[src/rtl/wb_dma_engine.sv]
// wb_dma_engine: Wishbone-configured DMA engine that streams memory through an
// external processing element.
//
// For each word the engine reads memory at SRC, hands the word out on the
// stream-out port, takes the processed result back on the stream-in port,
// and writes it to memory at DST. The word counter alone ends the transfer.
//
// Ports
//   wb_clk_i, wb_rst_i   clock, synchronous active-high reset
//   wbs_*                Wishbone config slave (CTRL 0x00, SRC 0x04, DST 0x08, LEN 0x0C)
//   dma_*                Wishbone initiator used for memory reads and writes
//   ss_*                 stream-out (words read from memory)
//   sm_*                 stream-in (processed words to be written back)
//   irq_o                transfer-done interrupt
//   dbg_state            current FSM state (0 IDLE, 1 RD, 2 PUSH, 3 PULL, 4 WR, 5 DONE)
//
// CTRL reads {29'b0, busy, done, 1'b0}. Writing bit0=1 while idle with
// LEN in 1..MAX_LEN starts a transfer.
//
// Optional feature macro: DMA_IRQ_EN
//   defined   -> irq_o pulses for one cycle on DONE entry; CTRL bit3=1 clears done
//   undefined -> irq_o tied 0; done is cleared only by a new start
//
// Handshakes: stream beats transfer on a rising edge where valid and ready
// are both 1; tdata/tlast stay stable while valid is held without ready.
// Wishbone cycles complete on the rising edge where ack is 1, and the
// initiator keeps adr/dat/we/sel stable until then.
module wb_dma_engine #(
  parameter logic [31:0] CFG_BASE = 32'h3800_0000,
  parameter int          MAX_LEN  = 1023
) (
  input  logic        wb_clk_i,
  input  logic        wb_rst_i,
  // config slave
  input  logic        wbs_stb_i,
  input  logic        wbs_cyc_i,
  input  logic        wbs_we_i,
  input  logic [3:0]  wbs_sel_i,
  input  logic [31:0] wbs_adr_i,
  input  logic [31:0] wbs_dat_i,
  output logic        wbs_ack_o,
  output logic [31:0] wbs_dat_o,
  // initiator
  output logic        dma_stb_o,
  output logic        dma_cyc_o,
  output logic        dma_we_o,
  output logic [3:0]  dma_sel_o,
  output logic [31:0] dma_adr_o,
  output logic [31:0] dma_dat_o,
  input  logic        dma_ack_i,
  input  logic [31:0] dma_dat_i,
  // stream out
  output logic        ss_tvalid,
  output logic        ss_tlast,
  output logic [31:0] ss_tdata,
  input  logic        ss_tready,
  // stream in
  input  logic        sm_tvalid,
  input  logic        sm_tlast,
  input  logic [31:0] sm_tdata,
  output logic        sm_tready,
  // status
  output logic        irq_o,
  output logic [2:0]  dbg_state
);

  typedef enum logic [2:0] {
    S_IDLE = 3'd0,
    S_RD   = 3'd1,
    S_PUSH = 3'd2,
    S_PULL = 3'd3,
    S_WR   = 3'd4,
    S_DONE = 3'd5
  } state_t;

  localparam logic [9:0] MAX_LEN_W = 10'(MAX_LEN);

  state_t      state, state_nxt;

  logic [31:0] src_reg, dst_reg;
  logic [9:0]  len_reg;
  logic [31:0] src_cnt, dst_cnt;
  logic [9:0]  word_cnt;
  logic [31:0] rd_word, wr_word;
  logic        done;

  logic        busy, last_word, len_ok;
  logic        cfg_hit, cfg_acc, cfg_wr, start_req;
  logic [31:0] rd_mux, wdat_merged_src, wdat_merged_dst, wdat_merged_len;

  // sm_tlast carries no meaning here: the word counter ends the transfer.
  logic        unused_sm_tlast;
  assign unused_sm_tlast = sm_tlast;

  // Byte-lane merge for config writes.
  function automatic logic [31:0] merge_bytes(input logic [31:0] old_v,
                                              input logic [31:0] new_v,
                                              input logic [3:0]  sel);
    logic [31:0] r;
    for (int b = 0; b < 4; b++) begin
      r[8*b +: 8] = sel[b] ? new_v[8*b +: 8] : old_v[8*b +: 8];
    end
    return r;
  endfunction

  assign busy      = (state != S_IDLE);
  assign last_word = (word_cnt == len_reg - 10'd1);
  assign len_ok    = (len_reg != 10'd0) && (len_reg <= MAX_LEN_W);

  // Accept an access only in the cycle before ack. This gives a one-cycle ack
  // and a forced low cycle before the next one, even if stb stays high.
  assign cfg_hit   = wbs_stb_i && wbs_cyc_i && (wbs_adr_i[31:8] == CFG_BASE[31:8]);
  assign cfg_acc   = cfg_hit && !wbs_ack_o;
  assign cfg_wr    = cfg_acc && wbs_we_i;
  assign start_req = cfg_wr && (wbs_adr_i[7:0] == 8'h00) && wbs_sel_i[0] &&
                     wbs_dat_i[0] && !busy && len_ok;

  assign wdat_merged_src = merge_bytes(src_reg, wbs_dat_i, wbs_sel_i);
  assign wdat_merged_dst = merge_bytes(dst_reg, wbs_dat_i, wbs_sel_i);
  assign wdat_merged_len = merge_bytes({22'b0, len_reg}, wbs_dat_i, wbs_sel_i);

  always_comb begin
    rd_mux = 32'h0;
    case (wbs_adr_i[7:0])
      8'h00:   rd_mux = {29'b0, busy, done, 1'b0};
      8'h04:   rd_mux = src_reg;
      8'h08:   rd_mux = dst_reg;
      8'h0C:   rd_mux = {22'b0, len_reg};
      default: rd_mux = 32'h0;
    endcase
  end

  // Config slave response.
  always_ff @(posedge wb_clk_i) begin
    if (wb_rst_i) begin
      wbs_ack_o <= 1'b0;
      wbs_dat_o <= 32'h0;
    end else begin
      wbs_ack_o <= cfg_acc;
      wbs_dat_o <= cfg_acc ? rd_mux : 32'h0;
    end
  end

  // FSM: state register.
  always_ff @(posedge wb_clk_i) begin
    if (wb_rst_i) state <= S_IDLE;
    else          state <= state_nxt;
  end

  // FSM: next state.
  always_comb begin
    state_nxt = state;
    case (state)
      S_IDLE:  if (start_req) state_nxt = S_RD;
      S_RD:    if (dma_ack_i) state_nxt = S_PUSH;
      S_PUSH:  if (ss_tready) state_nxt = S_PULL;
      S_PULL:  if (sm_tvalid) state_nxt = S_WR;
      S_WR:    if (dma_ack_i) state_nxt = last_word ? S_DONE : S_RD;
      S_DONE:  state_nxt = S_IDLE;
      default: state_nxt = S_IDLE;
    endcase
  end

  // FSM: outputs. Everything idles at 0 outside the states that drive it.
  always_comb begin
    dma_cyc_o = 1'b0;
    dma_stb_o = 1'b0;
    dma_we_o  = 1'b0;
    dma_sel_o = 4'h0;
    dma_adr_o = 32'h0;
    dma_dat_o = 32'h0;
    ss_tvalid = 1'b0;
    ss_tlast  = 1'b0;
    ss_tdata  = 32'h0;
    sm_tready = 1'b0;
    irq_o     = 1'b0;
    case (state)
      S_RD: begin
        dma_cyc_o = 1'b1;
        dma_stb_o = 1'b1;
        dma_sel_o = 4'hF;
        dma_adr_o = src_cnt;
      end
      S_PUSH: begin
        ss_tvalid = 1'b1;
        ss_tlast  = last_word;
        ss_tdata  = rd_word;
      end
      S_PULL: sm_tready = 1'b1;
      S_WR: begin
        dma_cyc_o = 1'b1;
        dma_stb_o = 1'b1;
        dma_we_o  = 1'b1;
        dma_sel_o = 4'hF;
        dma_adr_o = dst_cnt;
        dma_dat_o = wr_word;
      end
      S_DONE: begin
`ifdef DMA_IRQ_EN
        irq_o = 1'b1;
`else
        irq_o = 1'b0;
`endif
      end
      default: ;
    endcase
  end

  assign dbg_state = state;

  // Config registers and transfer datapath.
  always_ff @(posedge wb_clk_i) begin
    if (wb_rst_i) begin
      src_reg  <= 32'h0;
      dst_reg  <= 32'h0;
      len_reg  <= 10'd0;
      src_cnt  <= 32'h0;
      dst_cnt  <= 32'h0;
      word_cnt <= 10'd0;
      rd_word  <= 32'h0;
      wr_word  <= 32'h0;
      done     <= 1'b0;
    end else begin
      if (cfg_wr && !busy) begin
        case (wbs_adr_i[7:0])
          8'h04:   src_reg <= {wdat_merged_src[31:2], 2'b00};
          8'h08:   dst_reg <= {wdat_merged_dst[31:2], 2'b00};
          8'h0C:   len_reg <= wdat_merged_len[9:0];
          default: ;
        endcase
      end
`ifdef DMA_IRQ_EN
      if (cfg_wr && (wbs_adr_i[7:0] == 8'h00) && wbs_sel_i[0] && wbs_dat_i[3])
        done <= 1'b0;
`endif
      if (start_req) begin
        done     <= 1'b0;
        word_cnt <= 10'd0;
        src_cnt  <= src_reg;
        dst_cnt  <= dst_reg;
      end
      if (state == S_RD && dma_ack_i) begin
        rd_word <= dma_dat_i;
        src_cnt <= src_cnt + 32'd4;   // wraps modulo 2^32
      end
      if (state == S_PULL && sm_tvalid) wr_word <= sm_tdata;
      if (state == S_WR && dma_ack_i) begin
        dst_cnt  <= dst_cnt + 32'd4;
        word_cnt <= word_cnt + 10'd1;
        // Set here rather than in DONE so it wins over a same-cycle bit3 clear.
        if (last_word) done <= 1'b1;
      end
    end
  end

endmodule

[config.mk]
export PLATFORM = sky130hd
export DESIGN_NAME = wb_dma_engine
export DESIGN_NICKNAME = d
export VERILOG_FILES = /design/src/rtl/wb_dma_engine.sv
export SDC_FILE = /design/constraint.sdc
export NUM_CORES = 1
export LEC_CHECK = 0
export CORE_ASPECT_RATIO = 1.2
export CORE_UTILIZATION = 50
export CTS_CLUSTER_DIAMETER = 80
export DETAILED_ROUTE_END_ITERATION = 10
export GPL_ROUTABILITY_DRIVEN = 0
export PLACE_DENSITY = 0.83
export SLEW_MARGIN = 10
export SYNTH_ARGS = -nofsm -noshare
export SYNTH_HDL_FRONTEND = slang
export SYNTH_SLANG_ARGS = --single-unit
[constraint.sdc]
create_clock -name wb_clk_i -period 3.2 [get_ports wb_clk_i]
set_clock_uncertainty 0.05 [all_clocks]
set_input_delay 0.64 -clock wb_clk_i [delete_from_list [all_inputs] [get_ports wb_clk_i]]
set_output_delay 0.64 -clock wb_clk_i [all_outputs]
set_load 0.1 [all_outputs]
==> results of run 1 <==
[kinds of logic after synthesis]
logic type               synth area share (%)
AND/OR/NAND/NOR                          26.3
AO/OA/AOI/OAI                            20.6
flip-flops                               40.8
buffers and inverters                    5.05
multiplexers                             5.65
XOR/XNOR                                 1.04
adder cells (fa/ha/maj)                 0.529
other                                  0.0317
[critical path: cells and delay by family, from the launching register on]
family | cells | cell delay, ns
flip-flops | 1 | 0.33
buffers and inverters | 2 | 0.27
AO/OA/AOI/OAI | 3 | 0.69
adder cells (fa/ha/maj) | 1 | 0.23
AND/OR/NAND/NOR | 1 | 0.28
XOR/XNOR | 1 | 0.12
[area by class of cell]
cell class	instances	area [µm²]	area share, %
well taps	315	394	2.32
clock inverters	9	104	0.611
repair buffers	344	4280	25.2
multi-input cells	1035	6590	38.8
flip-flops and latches	241	4830	28.4
clock buffers	36	707	4.16
inverters	20	77.6	0.457
[Yosys cell counts, types with 26 or more instances]
| cell | n | area share [%] |
|---|---|---|
| sky130_fd_sc_hd__a21oi_1 | 120 | 5.1 |
| sky130_fd_sc_hd__a22o_1 | 26 | 1.9 |
| sky130_fd_sc_hd__a22oi_1 | 32 | 2.0 |
| sky130_fd_sc_hd__a31oi_1 | 41 | 2.2 |
| sky130_fd_sc_hd__and2_1 | 69 | 3.6 |
| sky130_fd_sc_hd__clkbuf_1 | 88 | 2.8 |
| sky130_fd_sc_hd__dfxtp_1 | 241 | 41 |
| sky130_fd_sc_hd__mux2i_1 | 60 | 5.1 |
| sky130_fd_sc_hd__nand2_1 | 190 | 6.0 |
| sky130_fd_sc_hd__nand3_1 | 42 | 1.8 |
| sky130_fd_sc_hd__nand4_1 | 32 | 1.7 |
| sky130_fd_sc_hd__nor2_1 | 113 | 3.6 |
| sky130_fd_sc_hd__o211ai_1 | 33 | 2.1 |
| sky130_fd_sc_hd__o21ai_0 | 30 | 1.3 |
[what timing repair did]
item | in CTS | in global routing
setup buffers | 2 | 1
hold buffers | 0 | 0
pin swaps | 6 | 5
resized for setup | 10 | 5
endpoints found under the setup margin | 1 | 1
[routing by layer]
metal	up-vias	share of wire [%]	track usage, %
met2	728	49	55.7
met5	-	0	0
li1	5634	-	-
met4	0	5.9	18.0
met1	5792	35	35.4
met3	173	9.9	7.70
[power groups by stage]
| stage | Combinational, mW | Sequential (mW) | Clock (mW) |
|---|---|---|---|
| after floorplan | 0.0868 | 3.07 | 0 |
| after global placement | 0.293 | 3.07 | 0 |
| after detailed placement | 0.297 | 3.07 | 0 |
| after CTS | 0.299 | 3.00 | 2.93 |
| after global routing | 0.316 | 3.00 | 3.06 |
| final | 0.302 | 3.00 | 2.91 |
[through the flow]
step           util [%]  cell area (µm²)
6_report           73.2            17000
5_1_grt            73.2            17000
4_1_cts            73.1            17000
3_5_place_dp       69.3            16100
3_3_place_gp       69.3            16100
2_1_floorplan         -            11900
[path summary, 6_finish.rpt]
kind,end,cells after the start
worst max-delay path,ss_tlast,8
worst min-delay path,rd_word[30],2
worst max register to register,src_cnt[2],6
worst min register to register,rd_word[30],2
==> qor.csv, run 1 <==
metric,value,unit
clock slew at reported path FFs,0.06,ns
proportion of layout cells with a drive suffix above 1,20.8,%
count of routing violations after the opening detailed-route iteration,1291,
internal power,4.87,mW
IO buf count,279,
"commonest non-fill, non-tap cell in the layout",sky130_fd_sc_hd__dfxtp_1,
post-layout instance count excluding filler cells,2000,
WS Path Type,reg -> out,
HPWL after detailed placement,27.6,mm
Worst VDD drop,0.000393,V
number of unique standard cell types used by synthesis,79,
min Tclk post-route,3.14,ns
clock network power share,46.9,%
endpoint kind of the worst setup timing path,output port,
CTS tree,built,
Crit-path slowest cell,sky130_fd_sc_hd__dfxtp_2,
global-route wire length before repair,61.9,mm
maximum cell stage delay along the critical path,0.33,ns
standard cell core area,23200,µm²
flip-flop cell with the highest count after synthesis,sky130_fd_sc_hd__dfxtp_1,
RSZ-0062 raised after global routing,true,
overall routing resource usage,31.9,%
Max Fclk,0.319,GHz
TritonCTS buffer count,25,
Worst Setup Slack post-DPL,0.0938,ns
number of synthesized flops with an enable pin,0,
yosys synthesis warning count,0,
Rel. slew slack,37.3,%
share of the yosys chip area belonging to registers,40.8,%
Post-Synthesis Cells,1414,
"commonest non-fill, non-tap cells in the layout","sky130_fd_sc_hd__dfxtp_1 (235), sky130_fd_sc_hd__nand2_1 (190), sky130_fd_sc_hd__clkdlybuf4s50_1 (138)",
source of the worst hold timing path,rd_word[30],
overall power consumption,6.21,mW
Worst R2R Setup Slack,0.54,ns
number of iterations in the first detailed-routing pass,6,
routed wire length,39.5,mm
synthesized cell area,11800,µm²
final cycle utilization of the critical path,98.0,%
combinational share of power,4.9,%
Post-Synthesis Mean Instance Area,8.37,µm²
number of H-tree branching levels,1,
data required time at the worst endpoint,2.51,ns
Final Max Slew Viols,0,
average wire per standard cell,19.8,µm
asr flop ratio synth,0,%
largest net degree at the start of global routing,81,
# rows,61,
insertion delay to the later sink of the worst-skew pair,0.53,ns
total negative setup slack,0,ns
CP cell instances,inv_2 -> ha_4 -> xnor2_1 -> a211o_1 -> a311oi_2 -> o2111ai_2 -> nor3b_4 -> buf_12,
total number of clock tree sinks,241,
DIE WIDTH,142,µm
number of routed nets with antenna violations,0,
pwr/cell area,366,nW/µm²
initial antenna violation count,0,
max cap viols,0,
Die ar.,24300,µm²
via count,12327,
Slew @ Worst Pin,0.933,ns
floorplan die height,171,µm
Ant. Diodes,0,
# DRC,0,
starting density of the core,51.0,%
Area growth syn-to-layout,43.6,%
Static Leak,5.76,nW
Fin. Hold Viols,0,
nets@finish,1813,
registers with the highest flip-flop counts,"rd_word (32), wbs_dat_o (32), wr_word (32)",
# IOs,284,
Worst Path Arrival,2.45,ns
total grt overflow,0,
vias in the first global route,12042,
Bufs on Longest Clock Path,3,
total setup violations reported at the end of the flow,0,
Layout fillers,1666,
sw frac,21.6,%
highest fanout seen on the critical path,2,
Worst R2R Start,dbg_state[2],
Critical Path Start Type,flop,
run status,"finished, final reports clean",
reported net switching power,1.34,mW
kind of path behind the tightest hold check,reg -> reg,
Worst Slack Setup Final,0.0632,ns
startpoint of the worst setup timing path,len_reg[0],
placed insts,1952,
Reg power frac,48.3,%
number of storage elements in the synthesis netlist,241,
worst hold margin,0.401,ns
Clock Root Buffer,sky130_fd_sc_hd__clkbuf_16,
vias per std cell,6.16,
No activity file was read; power rests on OpenSTA's default activity.
==> run 2, diff against run 1 <==
Settings changed: ABC_CLOCK_PERIOD_IN_PS set to 3200, SLEW_MARGIN 10 to 20.
==> results of run 2 <==
No change in the layout: final DEF, timing and power equal those of run 1.
